**src/rtl/tiny_uart_tx_responder.sv**
```systemverilog
// tiny_uart_tx_responder
// Write-only UART transmitter that answers on the core's mem_valid/mem_ready bus.
// Registers are selected by mem_addr[3:2]: TXDATA, STATUS, BAUD and a reserved slot.
// Bytes written to TXDATA are queued in a small FIFO and sent LSB first as 8N1 frames.
// Optional feature macro: TINY_UART_TX_PARITY_EN adds an even-parity bit after the data bits.
module tiny_uart_tx_responder #(
  parameter int unsigned FIFO_DEPTH  = 4,
  parameter logic [15:0] DEFAULT_DIV = 16'd4
) (
  input  logic        clk,
  input  logic        rst,
  input  logic        mem_valid,
  input  logic        mem_we,
  input  logic [31:0] mem_addr,
  input  logic [31:0] mem_wdata,
  input  logic [3:0]  mem_wstrb,
  output logic        mem_ready,
  output logic [31:0] mem_rdata,
  output logic        uart_tx
);

  localparam int unsigned PtrW = $clog2(FIFO_DEPTH);
  localparam int unsigned CntW = PtrW + 1;

  typedef enum logic [2:0] {
    IDLE   = 3'd0,
    START  = 3'd1,
    DATA   = 3'd2,
`ifdef TINY_UART_TX_PARITY_EN
    PARITY = 3'd3,
`endif
    STOP   = 3'd4
  } txState_e;

  // FIFO storage and bookkeeping
  logic [7:0]      fifoMem_q [FIFO_DEPTH];
  logic [PtrW-1:0] wrPtr_q, rdPtr_q;
  logic [CntW-1:0] fifoCount_q;
  logic            fifoFull, fifoEmpty;
  logic            push, pop;

  // Bus side registers
  logic        ready_q, ready_d;
  logic [31:0] rdata_q, rdata_d;
  logic        reqWe_q, reqWe_d;
  logic [1:0]  reqSel_q, reqSel_d;
  logic [15:0] reqData_q, reqData_d;
  logic [1:0]  reqStrb_q, reqStrb_d;
  logic [15:0] baud_q, baud_d;
  logic        pushReq;

  // Serializer registers
  txState_e    state_q, state_d;
  logic [15:0] divCnt_q, divCnt_d;
  logic [15:0] div_q, div_d;
  logic [2:0]  bitIdx_q, bitIdx_d;
  logic [7:0]  txByte_q, txByte_d;
  logic        tx_q, tx_d;
  logic        loadFrame;
  logic [15:0] effDiv;

  logic        busy;
  logic [31:0] countWide;
  logic [31:0] statusWord;
  logic        unusedBits;

  assign fifoFull   = (fifoCount_q == CntW'(FIFO_DEPTH));
  assign fifoEmpty  = (fifoCount_q == '0);
  assign busy       = (state_q != IDLE);
  assign countWide  = 32'(fifoCount_q);
  assign statusWord = {24'd0, countWide[3:0], 1'b0, fifoEmpty, fifoFull, busy};
  assign effDiv     = (baud_q == 16'd0) ? 16'd1 : baud_q;

  // A push is committed at the end of the acknowledge cycle of a TXDATA write with strobe 0 set
  assign push = ready_q && reqWe_q && (reqSel_q == 2'd0) && reqStrb_q[0];

  assign unusedBits = ^{mem_addr[31:4], mem_addr[1:0], mem_wdata[31:16], mem_wstrb[3:2],
                        countWide[31:4]};

  // Bus acceptance: one-cycle acknowledge, stall TXDATA pushes while the FIFO has no free slot
  always_comb begin
    ready_d   = 1'b0;
    rdata_d   = '0;
    reqWe_d   = reqWe_q;
    reqSel_d  = reqSel_q;
    reqData_d = reqData_q;
    reqStrb_d = reqStrb_q;
    baud_d    = baud_q;
    pushReq   = mem_we && (mem_addr[3:2] == 2'd0) && mem_wstrb[0];
    if (mem_valid && !ready_q && !(pushReq && fifoFull && !pop)) begin
      ready_d   = 1'b1;
      reqWe_d   = mem_we;
      reqSel_d  = mem_addr[3:2];
      reqData_d = mem_wdata[15:0];
      reqStrb_d = mem_wstrb[1:0];
      if (!mem_we) begin
        case (mem_addr[3:2])
          2'd1:    rdata_d = statusWord;
          2'd2:    rdata_d = {16'd0, baud_q};
          default: rdata_d = '0;
        endcase
      end
    end
    if (ready_q && reqWe_q && (reqSel_q == 2'd2) && (reqStrb_q == 2'b11)) begin
      baud_d = reqData_q;
    end
  end

  // Bus registers, dropping any pending request on reset
  always_ff @(posedge clk) begin
    if (rst) begin
      ready_q   <= 1'b0;
      rdata_q   <= '0;
      reqWe_q   <= 1'b0;
      reqSel_q  <= '0;
      reqData_q <= '0;
      reqStrb_q <= '0;
      baud_q    <= DEFAULT_DIV;
    end else begin
      ready_q   <= ready_d;
      rdata_q   <= rdata_d;
      reqWe_q   <= reqWe_d;
      reqSel_q  <= reqSel_d;
      reqData_q <= reqData_d;
      reqStrb_q <= reqStrb_d;
      baud_q    <= baud_d;
    end
  end

  // FIFO storage write; contents need no reset because the count gates every read
  always_ff @(posedge clk) begin
    if (push) begin
      fifoMem_q[wrPtr_q] <= reqData_q[7:0];
    end
  end

  // FIFO pointers and count; simultaneous push and pop leave the count unchanged
  always_ff @(posedge clk) begin
    if (rst) begin
      wrPtr_q     <= '0;
      rdPtr_q     <= '0;
      fifoCount_q <= '0;
    end else begin
      if (push) wrPtr_q <= wrPtr_q + PtrW'(1);
      if (pop)  rdPtr_q <= rdPtr_q + PtrW'(1);
      fifoCount_q <= fifoCount_q + CntW'(push) - CntW'(pop);
    end
  end

  // Serializer next state: every bit lasts div cycles, frames chain without a gap
  always_comb begin
    state_d   = state_q;
    divCnt_d  = divCnt_q;
    div_d     = div_q;
    bitIdx_d  = bitIdx_q;
    txByte_d  = txByte_q;
    tx_d      = tx_q;
    pop       = 1'b0;
    loadFrame = 1'b0;
    case (state_q)
      IDLE: begin
        tx_d = 1'b1;
        if (!fifoEmpty) loadFrame = 1'b1;
      end
      START: begin
        if (divCnt_q == 16'd0) begin
          state_d  = DATA;
          bitIdx_d = 3'd0;
          tx_d     = txByte_q[0];
          divCnt_d = div_q - 16'd1;
        end else begin
          divCnt_d = divCnt_q - 16'd1;
        end
      end
      DATA: begin
        if (divCnt_q == 16'd0) begin
          divCnt_d = div_q - 16'd1;
          if (bitIdx_q == 3'd7) begin
`ifdef TINY_UART_TX_PARITY_EN
            state_d = PARITY;
            tx_d    = ^txByte_q;
`else
            state_d = STOP;
            tx_d    = 1'b1;
`endif
          end else begin
            bitIdx_d = bitIdx_q + 3'd1;
            tx_d     = txByte_q[bitIdx_q + 3'd1];
          end
        end else begin
          divCnt_d = divCnt_q - 16'd1;
        end
      end
`ifdef TINY_UART_TX_PARITY_EN
      PARITY: begin
        if (divCnt_q == 16'd0) begin
          state_d  = STOP;
          tx_d     = 1'b1;
          divCnt_d = div_q - 16'd1;
        end else begin
          divCnt_d = divCnt_q - 16'd1;
        end
      end
`endif
      STOP: begin
        if (divCnt_q == 16'd0) begin
          if (!fifoEmpty) begin
            loadFrame = 1'b1;
          end else begin
            state_d = IDLE;
            tx_d    = 1'b1;
          end
        end else begin
          divCnt_d = divCnt_q - 16'd1;
        end
      end
      default: begin
        state_d = IDLE;
        tx_d    = 1'b1;
      end
    endcase
    if (loadFrame) begin
      pop      = 1'b1;
      txByte_d = fifoMem_q[rdPtr_q];
      div_d    = effDiv;
      divCnt_d = effDiv - 16'd1;
      bitIdx_d = 3'd0;
      tx_d     = 1'b0;
      state_d  = START;
    end
  end

  // Serializer registers; the line returns high immediately on reset
  always_ff @(posedge clk) begin
    if (rst) begin
      state_q  <= IDLE;
      divCnt_q <= '0;
      div_q    <= DEFAULT_DIV;
      bitIdx_q <= '0;
      txByte_q <= '0;
      tx_q     <= 1'b1;
    end else begin
      state_q  <= state_d;
      divCnt_q <= divCnt_d;
      div_q    <= div_d;
      bitIdx_q <= bitIdx_d;
      txByte_q <= txByte_d;
      tx_q     <= tx_d;
    end
  end

  assign mem_ready = ready_q;
  assign mem_rdata = rdata_q;
  assign uart_tx   = tx_q;

endmodule

```
**config.mk**
```make
export PLATFORM = sky130hd
export DESIGN_NAME = tiny_uart_tx_responder
export DESIGN_NICKNAME = d
export VERILOG_FILES = /design/src/rtl/tiny_uart_tx_responder.sv
export SDC_FILE = /design/constraint.sdc
export NUM_CORES = 1
export LEC_CHECK = 0
export ABC_CLOCK_PERIOD_IN_PS = 3400
export BUFFER_PORTS_ARGS = -buffer_cell sky130_fd_sc_hd__buf_4
export CAP_MARGIN = 20
export CORE_MARGIN = 1.5
export CORE_UTILIZATION = 35
export DETAILED_ROUTE_END_ITERATION = 8
export HOLD_SLACK_MARGIN = 0.15
export SETUP_SLACK_MARGIN = 0.5
export SYNTH_ARGS = -nofsm -noshare
export SYNTH_HDL_FRONTEND = slang
export SYNTH_SLANG_ARGS = --single-unit
```
**constraint.sdc**
```tcl
create_clock -name clk -period 3.4 [get_ports clk]
set_input_delay 0.85 -clock clk [delete_from_list [all_inputs] [get_ports clk]]
set_output_delay 0.85 -clock clk [all_outputs]
set_load 0.05 [all_outputs]
```
==> results.cfg, run 1 <==
[outcome]
status = completed

[floorplanning]
core_um2 = 18600
chipWidth_um = 141
die-area_um2 = 19700
die_y_um = 141
row_count = 50
io_pins = 106
initial_utilization = 0.355

[critical_path]
path_buf_inv = 1
cp_max_fo = 9
critPathMaxStageDelay_ns = 0.58
critical_path_class = reg -> reg
crit_chain = inv_1 -> ha_2 -> or4b_4 -> or4_4 -> a221o_2 -> nand3_1 -> mux2i_1 -> a211oi_2
crit_path_start_kind = register
critical_path.top_delay_family = simple AND/OR/NAND/NOR gates
required_ns = 3.66
endpoint_kind = register
critPathArrivalTime_ns = 3.04
r2r_start = divCnt_q[0]
worst-r2r-cell-count = 8
slowest_stage = or4_4
r2r-end = divCnt_q[4]
rrSetupSlack_ns = 0.62

[layout]
final_cell_mix = dfxtp_1, nor2_1, nand2_1
multi_input_area_um2 = 3250
final_cell_area_um2 = 7810
regArea_um2 = 3130
num-fill-cells = 1813
diodes = 0
final_common_cell = dfxtp_1
area_growth_pct = 18.0
drive_above_1_share = 0.202
nets = 799

[cts]
cts_tree = built
clock-sinks = 140
clkLatencyLatePin_ns = 0.43
cts_htree_levels = 4
clk_pin_slew_ns = 0.06
cts_made_buffers = 17
root_buffer = clkbuf_16
holdBufCountCts = 0
ctsLongestPathBuffers = 2

[synthesis]
yosysUniqueCellTypes = 67
synth_top_area_frac = 0.327
synth_warnings = 0
synth_area_leaders = dfxtp_1, edfxtp_1, mux2i_1
synth_area_um2 = 6620
synth_seq_area_share = 0.472
async_reset_ff_frac = 0
ys_ff_latch = 140
synthCells = 669
synth_edf_count = 32
synth_top_area_cell = dfxtp_1
ys.flop_type = dfxtp_1
syn_avg_cell_area_um2 = 9.90

[sta]
worstMarginPinSlew_ns = 1.09
slew-limit-headroom = 0.275
fin_skew_ns = 0.00659
hold_violations = 0
clock.fmax_mhz = 360
min_period_ns = 2.78
rsz0062_at_grt = false
min_period_over_period = 0.817
setup_viol = 0
tns_ns = 0
drv_slew = 0

[routing]
viasPerCell = 5.01
drc = 0
drtIter0Drc = 236
vias = 4806
ant_nets = 0
drt_first_pass_iters = 5
routed_wl_um = 14900
wl_per_cell_um = 15.5

[pwr]
power_frac_clock = 0.301
ir_drop_mv = 0.424
power_switching_w = 0.00213
internal_power_w = 0.00386
combPwrFrac = 0.349
power_density_nw_per_um2 = 766
switching_share = 0.356
total_power_w = 0.00598
seqPwrFrac = 0.350
power.leakage_nw = 2.99

[worst_hold_path]
hp-class = reg -> reg
holdCritStartpoint = txByte_q[1]
hold_depth = 2
hold_end = txByte_q[1]

[grt]
grt_antenna_before_repair = 0
grt_first_pass_wirelength_um = 24000
grt.total_usage = 0.157
grt_max_degree = 98
globalRouteOverflowTotal = 0
grt_pass1_vias = 4498

[placed_design]
place.gp.congestion = 0.780
port_buffers = 41
hpwl_um = 10100
place_area_um2 = 7110

[run]
drv_cap = 0
-- cell usage after synthesis, types with 3 or more instances --
cell type and instances:
or3_1 6, or2_2 4, a211oi_1 8, inv_1 14, or4_1 7, clkbuf_1 23, nor2b_1 3, mux2i_1 42
o31ai_1 4, nor3_1 18, or3_2 3, o21ai_0 13, buf_2 3, a21oi_1 51, and2_1 14, nand3_1 10
xor2_1 18, nor4_1 12, dfxtp_1 108, nor2_1 82, nand2_1 65, edfxtp_1 32, mux4_2 10, buf_4 18
xnor2_1 19, buf_6 6, a22oi_1 8, ha_1 13, or4_4 3, nand2b_1 3, o211ai_1 5
-- sequential cells by signal, summed over array words and instances (netlist names), 2 cells and up --
name	count
wrPtr_q	2
div_q	16
txByte_q	8
baud_q	16
bitIdx_q	3
fifoMem_q	32
mem_rdata	16
fifoCount_q	3
state_q	3
reqData_q	16
reqStrb_q	2
reqSel_q	2
divCnt_q	16
rdPtr_q	2
-- power groups by stage --
stage                     combinational (W)  clock, W  sequential (W)
final                               0.00209   0.00180         0.00209
after global routing                0.00232   0.00191         0.00213
after CTS                           0.00199   0.00184         0.00209
after detailed placement            0.00196         0         0.00212
after global placement              0.00196         0         0.00212
after floorplan                     0.00165         0         0.00204
-- worst max-delay path by stage --
stage / start / end / slack [ns] / cells past startpoint
floorplan: baud_q[4] / divCnt_q[14] / 0.51 / 11
global placement: baud_q[11] / divCnt_q[14] / 0.34 / 10
detailed placement: baud_q[11] / divCnt_q[14] / 0.32 / 10
CTS: baud_q[12] / divCnt_q[12] / 0.45 / 10
global route: baud_q[7] / divCnt_q[14] / 0.50 / 10
finish: divCnt_q[0] / divCnt_q[4] / 0.62 / 8
-- through the flow --
| stage | util | cells | setup slack (ns) | hold slack (ns) |
|---|---|---|---|---|
| finish | 0.419 | 960 | 0.622 | 0.454 |
| global route | 0.419 | 960 | 0.498 | 0.482 |
| CTS | 0.413 | 957 | 0.453 | 0.455 |
| detailed placement | 0.381 | 925 | 0.317 | 0.447 |
| global placement | 0.381 | 925 | 0.343 | 0.442 |
| floorplan | - | 684 | 0.507 | 0.433 |
-- kinds of logic (layout without fill, tap and decap cells) --
group,after synthesis,after routing,share of synthesized area
XOR/XNOR,37,37,0.0490
multiplexers,52,52,0.0975
adder cells (fa/ha/maj),14,14,0.0276
buffers and inverters,68,110,0.0601
flip-flops,140,140,0.472
AND/OR/NAND/NOR,248,248,0.187
AO/OA/AOI/OAI,109,109,0.106
other,1,16,0.000566
-- final cells by class --
cell class,instances,area share
Tap cell,234,0.0375
Timing Repair Buffer,64,0.0652
Sequential cell,140,0.401
Multi-Input combinational cell,476,0.416
Inverter,14,0.00673
Clock inverter,13,0.0183
Clock buffer,19,0.0554
-- worst register-to-register path, stage by stage, from the launching register on --
cell	delay, ns
dfxtp_1	0.34
inv_1	0.07
ha_2	0.23
or4b_4	0.49
or4_4	0.58
a221o_2	0.46
nand3_1	0.15
mux2i_1	0.21
a211oi_2	0.08
-- what timing repair did --
action / 4_1_cts / 5_1_grt
pin swaps: 1 / 2
buffers inserted: 0 / 3
resized for setup: 7 / 17
setup endpoints to repair: 4 / 14
-- metal layers --
layer | GRT usage | wire length [µm] | up-vias
met5 | 0 | 0 | -
met4 | 0.0647 | 344 | 0
met1 | 0.212 | 6900 | 2245
li1 | - | - | 2422
met2 | 0.238 | 6920 | 120
met3 | 0.0434 | 731 | 19
No activity file was read; power rests on OpenSTA's default activity.
==> run 2: changes to the inputs <==
- ABC_CLOCK_PERIOD_IN_PS: 3400 -> 2600
- clock period: 3.4 -> 2.6 ns (I/O delays scaled with it)
==> run 2 against run 1 <==
The flow now finishes with violations (negative setup slack). Via count up 8.9%. Maximum frequency up 5.8%. Combinational power up 110%. Die area unchanged. Flip-flop and latch count unchanged.
==> results.cfg, run 2 (synthesis gave the netlist of run 1 again) <==
[layout]
final_common_cell = buf_4
diodes = 0
largest_reg_flops = 32
nets = 884
regMostFlops = fifoMem_q
drive_above_1_share = 0.376
final_util = 0.486
final_cell_mix = buf_4, dfxtp_1, nor2_1
layout.cells.non_filler = 1045
area_growth_pct = 36.9

[placed_design]
hpwl_um = 11100
place.gp.congestion = 0.771
dp.cells = 976
port_buffers = 41
dp_slack_ns = -0.0687

[routing]
drt_first_pass_iters = 5
vias = 5232
routed_wl_um = 16300
drc = 0
ant_nets = 0
wl_per_cell_um = 15.6
viasPerCell = 5.01
drtIter0Drc = 283

[pwr]
power.leakage_nw = 3.59
power_density_nw_per_um2 = 1040
total_power_w = 0.00942
ir_drop_mv = 0.411

[critical_path]
critPathMaxStageDelay_ns = 0.56
endpoint_kind = register
critPathArrivalTime_ns = 2.93
crit_path_start_kind = register
critical_path_class = reg -> reg
cp_max_fo = 4
crit_chain = or4_4 -> nor4_4 -> a21oi_2 -> ha_2 -> or3b_4 -> or3_4 -> nor3_4 -> xnor2_2 -> nor3_1 -> or3_1
required_ns = 2.90
worst-r2r-cell-count = 10
slowest_stage = or4_4

[outcome]
status = finished, violations left
violations = negative setup slack

[floorplanning]
core_um2 = 18600
initial_utilization = 0.355
die_y_um = 141
io_pins = 106
row_count = 50
die-area_um2 = 19700
chipWidth_um = 141

[cts]
holdBufCountCts = 0
cts_htree_levels = 4
cts_made_buffers = 17
cts_tree = built
clock-sinks = 140
root_buffer = clkbuf_16
ctsLongestPathBuffers = 2
clkLatencyLatePin_ns = 0.42
clk_pin_slew_ns = 0.06

[grt]
grt_antenna_before_repair = 0
grt.total_usage = 0.165
globalRouteOverflowTotal = 0
grt_pass1_vias = 4956
grt_first_pass_wirelength_um = 25500
grt_max_degree = 35

[sta]
slew-limit-headroom = 0.459
setup_viol = 2
fin_skew_ns = 0.00799
timing.final.ws_setup_ns = -0.0269
clock.fmax_mhz = 381
min_period_over_period = 1.01
hold_violations = 0
rsz0062_at_grt = true
drv_slew = 0
min_period_ns = 2.63
worstMarginPinSlew_ns = 0.811

[run]
drv_cap = 0

[worst_hold_path]
hold_depth = 2
hp-class = reg -> reg
[run 2: path summary, 6_finish.rpt]
path / start / end / slack [ns]
worst max-delay path: baud_q[12] / divCnt_q[14] / -0.03
worst min-delay path: txByte_q[6] / txByte_q[6] / 0.45
worst max register to register: baud_q[12] / divCnt_q[14] / -0.03
worst min register to register: txByte_q[6] / txByte_q[6] / 0.45
[run 2: per-layer routing]
| metal | global-route usage | wire length, µm | vias to the layer above |
|---|---|---|---|
| met4 | 0.0663 | 313 | 0 |
| met1 | 0.221 | 7650 | 2508 |
| met5 | 0 | 0 | - |
| li1 | - | - | 2603 |
| met2 | 0.261 | 7880 | 97 |
| met3 | 0.0356 | 456 | 24 |
[run 2: cell type report]
class | count | area (µm²)
multi-input cells | 476 | 3680
flip-flops and latches | 140 | 3140
clock buffers | 20 | 437
inverters | 14 | 60.1
fillers | 1728 | 9580
well taps | 234 | 293
repair buffers | 149 | 1340
clock inverters | 12 | 123
[run 2: where the power goes]
group	switching (W)	leakage, nW	internal [W]	total (W)
clock	0.000907	0.264	0.00140	0.00231
combinational	0.00225	2.15	0.00221	0.00447
sequential	0.000194	1.17	0.00245	0.00264
total	0.00336	3.59	0.00606	0.00942
[run 2: critical path, delay by kind of cell, from the launching register on]
family	cells	cell delay [ns]
AOI/OAI and AO/OA	1	0.12
xor gates and xnor gates	1	0.13
adders and majority gates	1	0.20
DFF	1	0.31
and+or+nand+nor	7	1.74
[run 2: metrics by stage]
stage	area [µm²]	hold slack, ns	setup TNS [ns]
CTS	8570	0.448	-0.0731
finish	9060	0.448	-0.0455
floorplan	6870	0.433	-0.0959
global placement	7630	0.443	-0.183
detailed placement	7630	0.444	-0.181
global route	9060	0.452	-0.706
[run 2: timing repair]
| action | 4_1_cts | 5_1_grt |
|---|---|---|
| endpoints found under the hold margin | 0 | 0 |
| gates resized for setup | 66 | 61 |
| cloned | 1 | 4 |
| buffers inserted | 17 | 15 |
| pin swaps | 27 | 34 |
| setup endpoints to repair | 77 | 68 |
==> run 3: changes to the inputs <==
- PLACE_DENSITY: unset -> 0.57
==> run 3 against run 2 <==
The flow still finishes with violations (negative setup slack). Routed wire length grew 8.1%. Maximum frequency shrank 0.29%. Sequential share of layout area shrank 0.83 points. First-iteration DRC count shrank 3.5%. Die area is the same. Global-route usage grew 1.2 points. Combinational power grew 12%. Non-clock buffer count grew 4. Utilization grew 1.3 points. Hold slack gained 0.0055 ns.
==> results.cfg, run 3 (synthesis gave the netlist of run 1 again) <==
[sta]
rsz0062_at_grt = true
whs_ns = 0.453
drv_slew = 0
slew-limit-headroom = 0.497
worstMarginPinSlew_ns = 0.754
clock.fmax_mhz = 380
min_period_over_period = 1.01
timing.final.ws_setup_ns = -0.0346
min_period_ns = 2.63
hold_violations = 0
fin_skew_ns = 0.00960
setup_viol = 3
tns_ns = -0.0874

[layout]
drive_above_1_share = 0.416
num-fill-cells = 1624
multi_input_area_um2 = 3750
nets = 888
layout.cells.non_filler = 1049
final_cell_mix = buf_4, dfxtp_1, nor2_1
area_growth_pct = 40.5
regArea_um2 = 3140
largest_reg_flops = 32
final_common_cell = buf_4
regMostFlops = fifoMem_q
diodes = 0

[critical_path]
worst-r2r-cell-count = 11
critPathMaxStageDelay_ns = 0.54
rrSetupSlack_ns = -0.03
critPathArrivalTime_ns = 2.95
critical_path_class = reg -> reg
cp_max_fo = 4
slowest_stage = or4_4
r2r_start = baud_q[4]
crit_path_start_kind = register
required_ns = 2.91
endpoint_kind = register
crit_chain = or4_4 -> nor4_4 -> a21oi_2 -> ha_2 -> or3b_4 -> or3_4 -> buf_4 -> nor2_2 -> xor2_1 -> nor2_1 -> o41ai_1
r2r-end = divCnt_q[10]

[cts]
clkLatencyLatePin_ns = 0.42
cts_made_buffers = 17
clock-sinks = 140
root_buffer = clkbuf_16
cts_htree_levels = 4
holdBufCountCts = 0
ctsLongestPathBuffers = 2
cts_tree = built
clk_pin_slew_ns = 0.06

[routing]
ant_nets = 0
vias = 5431
drc = 0
drt_first_pass_iters = 4
viasPerCell = 5.18
wl_per_cell_um = 16.8
drtIter0Drc = 273
routed_wl_um = 17600

[grt]
grt_max_degree = 47
grt_first_pass_wirelength_um = 27400
grt_pass1_vias = 5169
grt.total_usage = 0.177
grt_antenna_before_repair = 0
globalRouteOverflowTotal = 0

[worst_hold_path]
hp-class = reg -> reg
holdCritStartpoint = txByte_q[5]
hold_end = txByte_q[5]
hold_depth = 2

[pwr]
power_switching_w = 0.00365
seqPwrFrac = 0.270
power_frac_clock = 0.226
total_power_w = 0.00991
internal_power_w = 0.00626
switching_share = 0.368
power_density_nw_per_um2 = 1070
ir_drop_mv = 0.412
combPwrFrac = 0.505
power.leakage_nw = 3.74

[floorplanning]
io_pins = 106
die-area_um2 = 19700
die_y_um = 141
initial_utilization = 0.355
row_count = 50
core_um2 = 18600
chipWidth_um = 141

[outcome]
violations = negative setup slack
status = finished, violations left

[placed_design]
port_buffers = 41
dp_slack_ns = -0.0611
hpwl_um = 11200
place.gp.congestion = 0.806
dp.cells = 963

[run]
drv_cap = 0
[run 3: cell types whose count changed in the layout (fill, tap and decap cells not counted), sizes merged]
cell | before | now
buf | 145 | 152
clkinv | 5 | 9
clkinvlp | 4 | 0
clkbuf | 24 | 19
inv | 15 | 19
bufinv | 2 | 0
[run 3: power by group through the flow]
stage | Combinational [W] | Sequential, W | Clock (W)
floorplan | 0.00233 | 0.00268 | 0
global placement | 0.00304 | 0.00269 | 0
detailed placement | 0.00310 | 0.00270 | 0
CTS | 0.00425 | 0.00267 | 0.00227
global route | 0.00530 | 0.00271 | 0.00239
finish | 0.00500 | 0.00267 | 0.00224
[run 3: cell type report]
cell class                 instances  share of cell area
multi-input combinational        476               0.403
clock inverter                    14              0.0118
sequential                       140               0.338
tap                              234              0.0315
clock buffer                      18              0.0472
timing repair buffer             153               0.162
inverter                          14             0.00646
[run 3: per-layer routing]
layer  GRT usage  vias to the layer above  wire length, µm
li1            -                     2611                -
met1       0.229                     2673             7890
met2       0.299                      123             8810
met3      0.0359                       24              629
met4      0.0581                        0              280
met5           0                        -                0
[run 3: worst max-delay path, delay by kind of cell, from the launching register on]
kind | cells | cell delay [ns]
xor+xnor | 1 | 0.14
flops | 1 | 0.32
simple gates | 6 | 1.36
buf+inv | 1 | 0.11
compound gates | 2 | 0.39
fa+ha+maj | 1 | 0.20
[run 3: how the worst max path moves through the flow]
stage	start	endpoint	slack [ns]	cells after the start
floorplan	divCnt_q[8]	fifoCount_q[2]	-0.1	12
global placement	baud_q[12]	divCnt_q[14]	-0.03	10
detailed placement	baud_q[12]	divCnt_q[14]	-0.06	10
CTS	baud_q[4]	divCnt_q[14]	-0.03	10
global route	baud_q[4]	divCnt_q[12]	-0.13	11
finish	baud_q[4]	divCnt_q[10]	-0.03	11
[run 3: repair_timing]
| item | in CTS | in global routing |
|---|---|---|
| gates resized for setup | 82 | 97 |
| endpoints found under the hold margin | 0 | 0 |
| setup endpoints to repair | 85 | 90 |
| buffers inserted | 28 | 19 |
| pin swaps | 49 | 51 |
| cloned | 6 | 1 |
[run 3: stage by stage]
stage	area (µm²)	utilization
after global routing	9300	0.499
after floorplan	6870	-
after CTS	8770	0.471
final	9300	0.499
after global placement	7540	0.405
after detailed placement	7540	0.405
